File: src/rtl/imm_gen_pipe.sv
// imm_gen_pipe: registered RV32I/RV64I immediate generator for the decode stage.
// The incoming instruction is decoded combinationally. The result moves through a
// two-entry valid/ready skid buffer: the output register OR, backed by the skid
// register SK. Accepted unsupported opcodes are counted in a saturating counter.
module imm_gen_pipe #(
  parameter int XLEN       = 32,
  parameter bit SUPPORT_UJ = 1'b1,
  parameter int ERR_W      = 16
) (
  input  logic             clk,
  input  logic             reset,
  input  logic             in_valid,
  output logic             in_ready,
  input  logic [31:0]      instr,
  output logic             out_valid,
  input  logic             out_ready,
  output logic [XLEN-1:0]  imm,
  output logic [2:0]       fmt,
  output logic             illegal,
  output logic [ERR_W-1:0] err_count,
  input  logic             err_clr
);

  typedef enum logic [2:0] {
    FMT_NONE = 3'd0,
    FMT_I    = 3'd1,
    FMT_S    = 3'd2,
    FMT_B    = 3'd3,
    FMT_U    = 3'd4,
    FMT_J    = 3'd5
  } fmt_e;

  localparam logic [ERR_W-1:0] ERR_MAX = {ERR_W{1'b1}};

  logic [31:0]      imm32;
  logic [XLEN-1:0]  dec_imm;
  fmt_e             dec_fmt;
  logic             dec_ill;

  logic             or_valid_q, or_valid_d;
  logic [XLEN-1:0]  or_imm_q, or_imm_d;
  logic [2:0]       or_fmt_q, or_fmt_d;
  logic             or_ill_q, or_ill_d;
  logic             sk_valid_q, sk_valid_d;
  logic [XLEN-1:0]  sk_imm_q, sk_imm_d;
  logic [2:0]       sk_fmt_q, sk_fmt_d;
  logic             sk_ill_q, sk_ill_d;
  logic             in_ready_q, in_ready_d;
  logic [ERR_W-1:0] err_count_q, err_count_d;

  logic             accept;
  logic             drain;

  assign accept = in_valid && in_ready_q;
  assign drain  = or_valid_q && out_ready;

  // Decode the opcode, build the 32-bit immediate, then sign-extend it to XLEN
  always_comb begin
    imm32   = '0;
    dec_fmt = FMT_NONE;
    dec_ill = 1'b0;
    case (instr[6:0])
      7'b0010011, 7'b0000011, 7'b1100111: begin
        imm32   = {{20{instr[31]}}, instr[31:20]};
        dec_fmt = FMT_I;
      end
      7'b0100011: begin
        imm32   = {{20{instr[31]}}, instr[31:25], instr[11:7]};
        dec_fmt = FMT_S;
      end
      7'b1100011: begin
        imm32   = {{20{instr[31]}}, instr[7], instr[30:25], instr[11:8], 1'b0};
        dec_fmt = FMT_B;
      end
      7'b0110111, 7'b0010111: begin
        if (SUPPORT_UJ) begin
          imm32   = {instr[31:12], 12'b0};
          dec_fmt = FMT_U;
        end else begin
          dec_ill = 1'b1;
        end
      end
      7'b1101111: begin
        if (SUPPORT_UJ) begin
          imm32   = {{12{instr[31]}}, instr[19:12], instr[20], instr[30:21], 1'b0};
          dec_fmt = FMT_J;
        end else begin
          dec_ill = 1'b1;
        end
      end
      default: dec_ill = 1'b1;
    endcase
    dec_imm       = {XLEN{imm32[31]}};
    dec_imm[31:0] = imm32;
  end

  // Skid-buffer next state: SK refills OR on drain, else new data goes to the first free slot
  always_comb begin
    or_valid_d = or_valid_q;
    or_imm_d   = or_imm_q;
    or_fmt_d   = or_fmt_q;
    or_ill_d   = or_ill_q;
    sk_valid_d = sk_valid_q;
    sk_imm_d   = sk_imm_q;
    sk_fmt_d   = sk_fmt_q;
    sk_ill_d   = sk_ill_q;
    if (drain) begin
      if (sk_valid_q) begin
        or_imm_d   = sk_imm_q;
        or_fmt_d   = sk_fmt_q;
        or_ill_d   = sk_ill_q;
        sk_valid_d = 1'b0;
      end else if (accept) begin
        or_imm_d   = dec_imm;
        or_fmt_d   = dec_fmt;
        or_ill_d   = dec_ill;
      end else begin
        or_valid_d = 1'b0;
      end
    end else if (accept) begin
      if (!or_valid_q) begin
        or_valid_d = 1'b1;
        or_imm_d   = dec_imm;
        or_fmt_d   = dec_fmt;
        or_ill_d   = dec_ill;
      end else begin
        sk_valid_d = 1'b1;
        sk_imm_d   = dec_imm;
        sk_fmt_d   = dec_fmt;
        sk_ill_d   = dec_ill;
      end
    end
    in_ready_d = !sk_valid_d;
  end

  // Illegal-opcode counter: clear has priority, increments stop at the maximum
  always_comb begin
    err_count_d = err_count_q;
    if (err_clr) begin
      err_count_d = '0;
    end else if (accept && dec_ill && (err_count_q != ERR_MAX)) begin
      err_count_d = err_count_q + 1'b1;
    end
  end

  // State registers; reset empties both entries and holds in_ready low
  always_ff @(posedge clk) begin
    if (reset) begin
      or_valid_q  <= 1'b0;
      or_imm_q    <= '0;
      or_fmt_q    <= '0;
      or_ill_q    <= 1'b0;
      sk_valid_q  <= 1'b0;
      sk_imm_q    <= '0;
      sk_fmt_q    <= '0;
      sk_ill_q    <= 1'b0;
      in_ready_q  <= 1'b0;
      err_count_q <= '0;
    end else begin
      or_valid_q  <= or_valid_d;
      or_imm_q    <= or_imm_d;
      or_fmt_q    <= or_fmt_d;
      or_ill_q    <= or_ill_d;
      sk_valid_q  <= sk_valid_d;
      sk_imm_q    <= sk_imm_d;
      sk_fmt_q    <= sk_fmt_d;
      sk_ill_q    <= sk_ill_d;
      in_ready_q  <= in_ready_d;
      err_count_q <= err_count_d;
    end
  end

  assign in_ready  = in_ready_q;
  assign out_valid = or_valid_q;
  assign imm       = or_imm_q;
  assign fmt       = or_fmt_q;
  assign illegal   = or_ill_q;
  assign err_count = err_count_q;

endmodule

File: config.mk
export PLATFORM = sky130hd
export DESIGN_NAME = imm_gen_pipe
export DESIGN_NICKNAME = d
export VERILOG_FILES = /design/src/rtl/imm_gen_pipe.sv
export SDC_FILE = /design/constraint.sdc
export NUM_CORES = 1
export LEC_CHECK = 0
export CAP_MARGIN = 20
export CORE_ASPECT_RATIO = 1.25
export CORE_UTILIZATION = 55
export DETAILED_ROUTE_END_ITERATION = 8
export PLACE_DENSITY = 0.9
export SKIP_CTS_REPAIR_TIMING = 1
export SLEW_MARGIN = 25
export SYNTH_ARGS = -nofsm -noshare
export SYNTH_HDL_FRONTEND = slang
export SYNTH_SLANG_ARGS = --single-unit
File: constraint.sdc
create_clock -name clk -period 3.6 [get_ports clk]
set_input_delay 0.72 -clock clk [delete_from_list [all_inputs] [get_ports clk]]
set_output_delay 0.72 -clock clk [all_outputs]
set_load 0.02 [all_outputs]
==> summary.txt <==
Clock network
  – Clock Tree Buf Depth: 2
  – TritonCTS buffer count: 9
  – CTS Sinks: between 90 and 100
  – CTS tree: done
  – Root Buffer: clkbuf_8
  – Worst-path clk slew: approximately 0.080 ns
  – Clk Latency, worst-skew pair: between 0.3 and 0.4 ns
  – H-tree depth: 3

STA
  – Achievable Freq: around 340 MHz
  – Final Setup Violations: 0
  – Clk_skew: 0.0116 ns
  – Slew @ Worst Pin: between 0.9 and 1 ns
  – RSZ-0062 raised after global routing: false
  – Max_slew headroom: approximately 36%
  – Post-layout min period: 2.90 ns
  – Final TNS setup: 0 ns
  – Final slew viol count: 0
  – Tcrit/Tclk final: between 80% and 90%
  – Fin. Hold Viols: 0

Status
  – Status: finished, final reports clean

Yosys
  – Asr flop ratio synth: 0%
  – Synth cell types: 57
  – Mapped Area: around 4300 um2
  – Register area share after synthesis: between 40 and 50%
  – Warnings from Yosys: 0
  – Count leader, synth: dfxtp_1
  – Synth area leaders: dfxtp_1, nor2_1, a21oi_1
  – Synth top area share: between 40 and 50%
  – Syn Area/Cell: about 8 um2
  – Synth Net Count: around 560
  – Post-synth EDFFs: 0
  – Post-synth top flop: dfxtp_1
  – Commonest cells post-synth: dfxtp_1, nor2_1, nand2_1
  – Synth Instances: 519
  – FF+latch count, synth: 91
  – Yosys top cell by area: dfxtp_1

Placed design
  – I/O Buffers: 90
  – Gpl congestion: between 0.9 and 1
  – Detailed placer's ending HPWL: ~7600 um

Cells and area
  – Footprint of the multi-input gates: approximately 2200 um2
  – Layout cells sized above 1: roughly 6.3%
  – Register Area: between 1500 and 2000 um2
  – ANT cells: 0
  – # fillers: ~580
  – # nets final: 624
  – Area growth syn-to-layout: 25.8%

Critical path
  – Crit path kind: in -> reg
  – Crit path max fanout: 26
  – Required time worst endpoint: around 3.8 ns
  – Slowest cell on crit path: or3_1
  – Top delay family on crit path: simple AND/OR/NAND/NOR gates
  – WP data arrival: roughly 3.1 ns
  – CP bufs+invs: 1
  – RR Endpoint: imm[31]
  – FF-to-FF path depth: 5
  – WP depth: 6
  – Critical Path Sink Type: flop
  – Worst setup SP type: input port
  – Critical-path cell list: clkdlybuf4s50_1 > nand2_1 > ha_1 > or3_1 > a221oi_1 > nor3_1
  – R2R Setup Slk: around 1.2 ns
  – Slowest cell delay on critical path: roughly 0.8 ns
  – Reg-to-Reg Start: out_valid

Global route
  – Vias in the first global route: ~4000
  – Largest net degree at the start of global routing: 47
  – First-pass GRT wire length: ~18000 um
  – Antenna violations before repair: 0
  – Total gr overflow: 0
  – Tot GR Track Use: just under 30%

Power
  – Net Sw Frac: a little over a quarter
  – Pwr dens: around 400 nW/um2
  – Worst vdd ir: ~0.26 mV
  – Switch Pwr: between 500 and 600 uW
  – Internal: between 1500 and 2000 uW
  – Combinational cell fraction of total power: 14.0%
  – Sequential power share: roughly half
  – LEAKAGE: 0.00184 uW
  – Tot Pwr: 2140 uW
  – Clock power share: ~37%

Routing
  – Post-route ant nets: 0
  – DRT Pass-1 Iters: 7
  – Wire per inst: between 15 and 20 um
  – DRC Markers: 0
  – Post-Route WL: roughly 11000 um
  – Iter 0 DRT Violations: about 240
  – Vias/cell: 6.23
  – Vias: approximately 4300

Floorplan
  – Die Span Y: roughly 100 um
  – Die Area: 8110 um2
  – Initial Utilization: 57.2%
  – Chip width: ~80 um
  – Io pins: 91
  – Core area: 7440 um2
  – Row cnt: 35

Hold path
  – Worst hold endpoint: sk_imm_q[31]
  – WHS Path Cells: 2
  – Hold path startpoint: sk_imm_q[31]
  – Class of the worst hold path: reg -> reg

Run
  – Max cap viols: 0
## through the flow
stage | cells | setup slack, ns | hold slack [ns] | cell area (um2) | utilization [%]
global route | 682 | 0.601 | 0.477 | 5360 | 72.0
global placement | 666 | 0.422 | 0.443 | 5120 | 68.8
floorplan | 519 | 1.46 | 0.432 | 4260 | -
finish | 682 | 0.697 | 0.459 | 5360 | 72.0
CTS | 682 | 0.725 | 0.459 | 5350 | 71.8
detailed placement | 666 | 0.385 | 0.449 | 5120 | 68.8
## cell usage in the layout (no fill, tap or decap), types with 5 or more instances in the layout
cell type,netlist,routed
buf_4,3,5
a21oi_1,48,48
a22oi_1,7,7
or3_1,10,10
a22o_1,18,18
clkbuf_8,0,10
nor3_1,16,15
nand3_1,36,36
a211oi_1,11,11
and3_1,5,5
nand4_1,8,8
clkdlybuf4s50_1,0,89
nand2_1,56,56
o21ai_0,16,16
nor2_1,72,72
dfxtp_1,91,91
or4_1,6,6
a221oi_1,19,19
## area by class of cell
type,count,area share [%]
multi-input combinational,383,41.6
sequential,91,34.0
timing repair buffer,96,17.8
clock buffer,11,2.64
tap,92,2.15
clock inverter,5,1.59
inverter,4,0.280
## worst max-delay path by stage
| stage | endpoint | startpoint | slack (ns) |
|---|---|---|---|
| after global placement | imm[31] | out_ready | 0.42 |
| final | imm[31] | out_ready | 0.70 |
| after floorplan | imm[10] | out_ready | 1.46 |
| after global routing | imm[31] | out_ready | 0.60 |
| after detailed placement | imm[31] | out_ready | 0.38 |
| after CTS | imm[31] | out_ready | 0.72 |
## power groups by stage
| stage | registers, uW | clock network [uW] | logic (uW) |
|---|---|---|---|
| finish | 1060 | 781 | 300 |
| global route | 1060 | 831 | 324 |
| CTS | 1060 | 787 | 298 |
| detailed placement | 1080 | 0 | 295 |
| global placement | 1080 | 0 | 288 |
| floorplan | 1110 | 0 | 137 |
## worst register-to-register path, stage by stage, from the launching register on
cell and delay, ns:
dfxtp_1 0.47, nand2_1 0.12, ha_1 0.30, or3_1 0.78, a221oi_1 0.47, nor3_1 0.09
## cells by family (layout without fill, tap and decap cells)
| logic type | Yosys count | after routing | share of synthesized area (%) |
|---|---|---|---|
| buffers and inverters | 45 | 116 | 5.23 |
| flip-flops | 91 | 91 | 42.7 |
| AO/OA/AOI/OAI | 144 | 144 | 23.3 |
| adder cells (fa/ha/maj) | 2 | 2 | 0.587 |
| multiplexers | 1 | 1 | 0.235 |
| XOR/XNOR | 1 | 1 | 0.206 |
| AND/OR/NAND/NOR | 235 | 235 | 27.7 |
## routing by layer
layer  track usage (%)  wire length [um]  up-vias
met5                 0                 0        -
met4              7.42               127        0
met3              5.91               858       13
met2              49.3              5460      208
met1              37.0              4680     2002
li1                  -                 -     2029
## flip-flops by register name (all words and copies together) (netlist names)
name	flops
sk_fmt_q	3
illegal	1
sk_valid_q	1
sk_imm_q	32
imm	32
err_count	16
sk_ill_q	1
fmt	3
out_valid	1
in_ready	1
No activity file was read; power rests on OpenSTA's default activity.
